## src/rtl/piso_if.sv

```systemverilog
// piso_if: parallel-word handshake and serial output bundle for piso_serializer.
interface piso_if #(parameter int WIDTH = 8) ();
  logic             i_valid;
  logic [WIDTH-1:0] i_data;
  logic             o_ready;
  logic             o_out;
  logic             o_svalid;
  logic             o_last;
  logic             o_done;
  modport master (output i_valid, i_data, input o_ready, o_out, o_svalid, o_last, o_done);
  modport slave  (input i_valid, i_data, output o_ready, o_out, o_svalid, o_last, o_done);
endinterface

```

## src/rtl/piso_serializer.sv

```systemverilog
// piso_serializer: valid/ready parallel-in, one-bit-per-clock serial-out transmitter.
// Optional even-parity trailer bit is enabled by defining PISO_PARITY_EN.
module piso_serializer #(
  parameter int   WIDTH      = 8,
  parameter int   LSB_FIRST  = 0,
  parameter logic IDLE_LEVEL = 1'b0
) (
  input logic   i_clk,
  input logic   i_rst,
  piso_if.slave bus
);
`ifdef PISO_PARITY_EN
  localparam int FLEN = WIDTH + 1;
`else
  localparam int FLEN = WIDTH;
`endif
  localparam int CW = $clog2(WIDTH + 2);
  typedef enum logic {IDLE, SHIFT} state_t;
  state_t           state_q;
  logic [WIDTH-1:0] sh_q;
  logic [CW-1:0]    cnt_q;
  logic             out_q, svalid_q, last_q, done_q;
  logic             accept, first_d, data_d, next_d, last_d;
  logic [WIDTH-1:0] load_d, shift_d;
  assign bus.o_ready  = (state_q == IDLE) || last_q;
  assign bus.o_out    = out_q;
  assign bus.o_svalid = svalid_q;
  assign bus.o_last   = last_q;
  assign bus.o_done   = done_q;
  // sh_q always holds the not-yet-sent bits with the next one at its output end
  always_comb begin
    accept  = bus.i_valid && bus.o_ready;
    first_d = (LSB_FIRST != 0) ? bus.i_data[0] : bus.i_data[WIDTH-1];
    load_d  = (LSB_FIRST != 0) ? bus.i_data >> 1 : bus.i_data << 1;
    shift_d = (LSB_FIRST != 0) ? sh_q >> 1 : sh_q << 1;
    data_d  = (LSB_FIRST != 0) ? sh_q[0] : sh_q[WIDTH-1];
    last_d  = cnt_q == CW'(FLEN - 2);
  end
`ifdef PISO_PARITY_EN
  logic par_q;
  always_ff @(posedge i_clk)
    if (i_rst) par_q <= 1'b0;
    else if (accept) par_q <= ^bus.i_data;
  assign next_d = (cnt_q == CW'(WIDTH - 1)) ? par_q : data_d;
`else
  assign next_d = data_d;
`endif
  always_ff @(posedge i_clk) begin
    if (i_rst) begin
      state_q  <= IDLE;
      sh_q     <= '0;
      cnt_q    <= '0;
      out_q    <= IDLE_LEVEL;
      svalid_q <= 1'b0;
      last_q   <= 1'b0;
      done_q   <= 1'b0;
    end else begin
      done_q <= (state_q == SHIFT) && last_q;
      if (accept) begin
        state_q  <= SHIFT;
        sh_q     <= load_d;
        cnt_q    <= '0;
        out_q    <= first_d;
        svalid_q <= 1'b1;
        last_q   <= 1'b0;
      end else if (state_q == SHIFT && last_q) begin
        state_q  <= IDLE;
        cnt_q    <= '0;
        out_q    <= IDLE_LEVEL;
        svalid_q <= 1'b0;
        last_q   <= 1'b0;
      end else if (state_q == SHIFT) begin
        sh_q   <= shift_d;
        cnt_q  <= cnt_q + CW'(1);
        out_q  <= next_d;
        last_q <= last_d;
      end
    end
  end
endmodule

```

## src/flat_wrapper.sv

```systemverilog
// flat-port wrapper written by rule: the top's interface ports become plain ports
module piso_serializer_flat 
#(
  parameter int   WIDTH      = 8,
  parameter int   LSB_FIRST  = 0,
  parameter logic IDLE_LEVEL = 1'b0
)
  (i_clk, i_rst, bus_i_valid, bus_i_data, bus_o_ready, bus_o_out, bus_o_svalid, bus_o_last, bus_o_done);
  piso_if #(.WIDTH(WIDTH)) bus_i ();
  input logic i_clk;
  input logic i_rst;
  input wire logic [$bits(bus_i.i_valid)-1:0] bus_i_valid;
  input wire logic [$bits(bus_i.i_data)-1:0] bus_i_data;
  output wire logic [$bits(bus_i.o_ready)-1:0] bus_o_ready;
  output wire logic [$bits(bus_i.o_out)-1:0] bus_o_out;
  output wire logic [$bits(bus_i.o_svalid)-1:0] bus_o_svalid;
  output wire logic [$bits(bus_i.o_last)-1:0] bus_o_last;
  output wire logic [$bits(bus_i.o_done)-1:0] bus_o_done;
  assign bus_i.i_valid = bus_i_valid;
  assign bus_i.i_data = bus_i_data;
  assign bus_o_ready = bus_i.o_ready;
  assign bus_o_out = bus_i.o_out;
  assign bus_o_svalid = bus_i.o_svalid;
  assign bus_o_last = bus_i.o_last;
  assign bus_o_done = bus_i.o_done;
  piso_serializer #(.WIDTH(WIDTH), .LSB_FIRST(LSB_FIRST), .IDLE_LEVEL(IDLE_LEVEL)) u_core (.i_clk(i_clk), .i_rst(i_rst), .bus(bus_i));
endmodule
```

## config.mk

```make
export PLATFORM = sky130hd
export DESIGN_NAME = piso_serializer_flat
export DESIGN_NICKNAME = d
export VERILOG_FILES = /design/src/rtl/piso_if.sv /design/src/rtl/piso_serializer.sv /design/src/flat_wrapper.sv
export SDC_FILE = /design/constraint.sdc
export NUM_CORES = 1
export LEC_CHECK = 0
export ABC_AREA = 1
export CORE_UTILIZATION = 50
export DETAILED_ROUTE_END_ITERATION = 10
export PLACE_DENSITY = 0.88
export SLEW_MARGIN = 25
export SYNTH_ARGS = -nofsm -noshare
export SYNTH_HDL_FRONTEND = slang
export SYNTH_SLANG_ARGS = --single-unit
```

## constraint.sdc

```tcl
create_clock -name i_clk -period 2.7 [get_ports i_clk]
set_clock_uncertainty 0.05 [all_clocks]
set_input_delay 0.405 -clock i_clk [delete_from_list [all_inputs] [get_ports i_clk]]
set_output_delay 0.405 -clock i_clk [all_outputs]
set_load 0.02 [all_outputs]
```

* After elaboration in Yosys (flattened, before gate mapping) *
Index checks and enable logic that the tools add are counted.

word-level totals
  input bits = 11
  bits in registers = 15

operators by class
  $add $sub $neg = 1
  muxes and demuxes = 8
  reductions and logical operators = 8
  bitwise operators = 1
  eq/ne operators = 2

operator list
  operator               count
  $mux W8                3
  $mux W1                5
  $add A4 B1 Y4 const B  1
  $eq A4 B3 Y1 const B   1
  $reduce_bool A2 Y1     2
  $reduce_bool A3 Y1     1
  $reduce_or A3 Y1       1
  $logic_and A1 B1 Y1    2
  $ne A2 B1 Y1 const B   1
  $reduce_and A2 Y1      1
  $logic_or A1 B1 Y1     1
  $not A1 Y1             1

* Longest topological paths before layout *
  word-level depth = 5
  gate-level depth with buffers = 7

* Worst setup path after synthesis *
Ideal clock, no wire load.

  kind = register to output
  start point = reg u_core.last_q (netlist: u_core.bus.o_last)
  end point = out bus_o_ready
  path slack = 1354 ps
  stages on the path, launching flop included = 4
  path buffers = 1
  data required time = 2245 ps
  arrival = 891 ps
  cell sequence = dfxtp_1 inv_2 nand2_4 buf_8

on the way
  word-level cells in the longest chain between the ends = 1

ends and longest elaborated chain
  item                    line                   source
  start, declared         piso_serializer.sv:22  logic out_q, svalid_q, last_q, done_q;
  start signal, assigned  piso_serializer.sv:76  last_q <= last_d;
  $logic_or A1 B1 Y1      piso_serializer.sv:25  assign bus.o_ready = (state_q == IDLE) || last_q;
  end, declared           flat_wrapper.sv:14     output wire logic [$bits(bus_i.o_ready)-1:0] bus_o_ready;

Every way passes these cells.

* Final worst setup path *
Ends and elaborated chain as after synthesis.

==> out/metrics.csv <==
stage;metric;value;unit
pwr;power.density;487;nW/µm²
synthesis;ys_seq_area_frac;0.413;
setup_path;end_kind;primary output;
place;port_buffers;15;
drt;wire_per_inst;11.0;µm
global_route;overflow;0;
drt;drc_errors;0;
setup_path;worstPathArrival;1.64;ns
clock_tree;cts_tree;done;
final_layout;stdcell_count;125;
clock_tree;cts_resized;0;
sta;setup_slack;0.607;ns
sta;relSlewSlack;0.738;
sta;hold_slack;0.420;ns
synthesis;syn_avg_cell_area;7.82;µm²
pwr;ir_drop;308;µV
clock_tree;worstSkewPairLatency;0.28;ns
synthesis;async_flop_share;0;
setup_path;path_max_fanout;15;
sta;rsz0062_at_grt;no;
synthesis;synth_nets;106;
place;dp.cells;121;
floorplan;initial_core_util;0.545;
outcome;outcome;finished clean;
final_layout;antenna_cells;0;
global_route;grt_start_max_net_pins;16;
global_route;grt_util_all_layers;0.196;
clock_tree;cts.sinks;15;
sta;fin_crit;2.09;ns
sta;hold_viol_final;0;
pwr;total_power;0.438;mW
final_layout;n_fill_cell;118;
setup_path;crit_required;2.25;ns
sta;worst_pin_slew;0.392;ns
global_route;antenna_found_initial;0;
sta;setup_viol;0;
drt;drt-total-wl;1370;µm
clock_tree;post_cts_buffers;0;
final_layout;regArea;300;µm²
drt;dr.first_iter.drc_count;23;
hold_path;holdCritPathClass;reg -> reg;
synthesis;synth_common_cells;nand2_1 (18), nand3_1 (18), dfxtp_1 (15);
clock_tree;cts_root_buf;clkbuf_4;
final_layout;nets;124;
synthesis;netlist_instances;93;
place;hpwl;977;µm
synthesis;post_synth_num_cell_types;20;
floorplan;core_area;1330;µm²
synthesis;synth_edf_count;0;
synthesis;ys.flop_type;dfxtp_1;
drt;ant_nets;0;
clock_tree;cts_max_level;1;
floorplan;rows;13;
synthesis;ys_seq_elements;15;
place;gp_congestion;0.766;
setup_path;startpoint_type;flop;
final_layout;multiInputGateArea;352;µm²
clock_tree;ctsHoldBuffers;0;
synthesis;synthTopCellsByArea;dfxtp_1 (41%), nand3_1 (12%), nand2_1 (9.3%);
global_route;grt_pass1_wl;2070;µm
sta;fin_tns_setup;0;ns
sta;drv_slew;0;
drt;routed_via_density;5.26;
sta;fin_crit_sh;0.775;
clock_tree;numCtsBuffers;3;
clock_tree;clkSlewWorstSetupHoldPaths;0.09;ns
pwr;p_leak;0.395;nW
drt;dr_total_vias;658;
floorplan;die_y;40.1;µm
setup_path;path_class;reg -> out;
flow_run;drv_cap;0;
final_layout;drive_above_1_share;0.100;
place;dp_slack;0.918;ns
synthesis;synth_top_cell_by_area;dfxtp_1;
floorplan;dieArea;1610;µm²
synthesis;syn_area;727;µm²
global_route;grt_pass1_vias;482;
sta;fmax;0.478;GHz
synthesis;yosys.area.top_type_share;0.413;
final_layout;syn2layout_area_growth;23.8;%
synthesis;yosysWarnings;0;
floorplan;ioPinCount;16;
clock_tree;clockBufferDepth;2;
drt;drt_first_pass_iters;4;
floorplan;die_x;40.1;µm
==> power by group <==
| group | total, mW | switching, mW | internal (mW) |
|---|---|---|---|
| registers | 0.239 | 0.00832 | 0.231 |
| logic | 0.0708 | 0.0379 | 0.0329 |
| clock network | 0.128 | 0.0707 | 0.0574 |
==> logic make-up after synthesis <==
logic type / count (synthesis) / synth area share
AO/OA/AOI/OAI: 9 / 0.0775
AND/OR/NAND/NOR: 50 / 0.360
adder cells (fa/ha/maj): 2 / 0.0344
flip-flops: 15 / 0.413
XOR/XNOR: 1 / 0.0121
buffers and inverters: 16 / 0.103
==> worst paths after layout <==
check / slack, ns / end / start / cells past startpoint
worst max register to register: 1.47 / u_core.sh_q[7] / u_core.bus.o_svalid / 6
worst min register to register: 0.42 / u_core.sh_q[1] / u_core.sh_q[1] / 2
worst min-delay path: 0.42 / u_core.sh_q[1] / u_core.sh_q[1] / 2
worst max-delay path: 0.61 / bus_o_ready / u_core.bus.o_last / 3
==> flip-flops by register name, summed over array words and instances, names as in the netlist <==
signal / flops
u_core.bus.o_done: 1
u_core.sh_q: 7
u_core.cnt_q: 4
u_core.bus.o_svalid: 1
u_core.bus.o_last: 1
u_core.bus.o_out: 1
==> critical path, stage by stage (launching register included) <==
cell	delay, ns
dfxtp_1	0.49
inv_2	0.09
nand2_4	0.15
clkdlybuf4s50_1	0.63
==> through the flow <==
stage,utilization,area [µm²]
after floorplan,-,727
after global placement,0.655,873
after detailed placement,0.655,873
after CTS,0.674,900
after global routing,0.674,900
final,0.674,900
==> routing by layer <==
metal / share of wire / track usage
met1: 0.48 / 0.287
met2: 0.44 / 0.254
met3: 0.061 / 0.0500
met4: 0.019 / 0.103
met5: 0 / 0
==> layout by cell type (no fill, tap or decap), drive strengths merged <==
| cell | n |
|---|---|
| a21oi | 6 |
| ha | 2 |
| clkdlybuf4s50 | 15 |
| clkbuf | 4 |
| nor2 | 6 |
| nor3 | 2 |
| o21ai | 3 |
| xor2 | 1 |
| nand2 | 19 |
| nand4 | 2 |
| inv | 14 |
| nand3 | 20 |
| dfxtp | 15 |
| or2 | 1 |
==> final cells by class <==
type                    count  share of cell area
repair buffers             15               0.167
multi-input cells          62               0.391
flip-flops and latches     15               0.334
inverters                  14              0.0584
well taps                  15              0.0209
clock buffers               4              0.0292
Note: power is estimated with default switching activity, not from simulation.
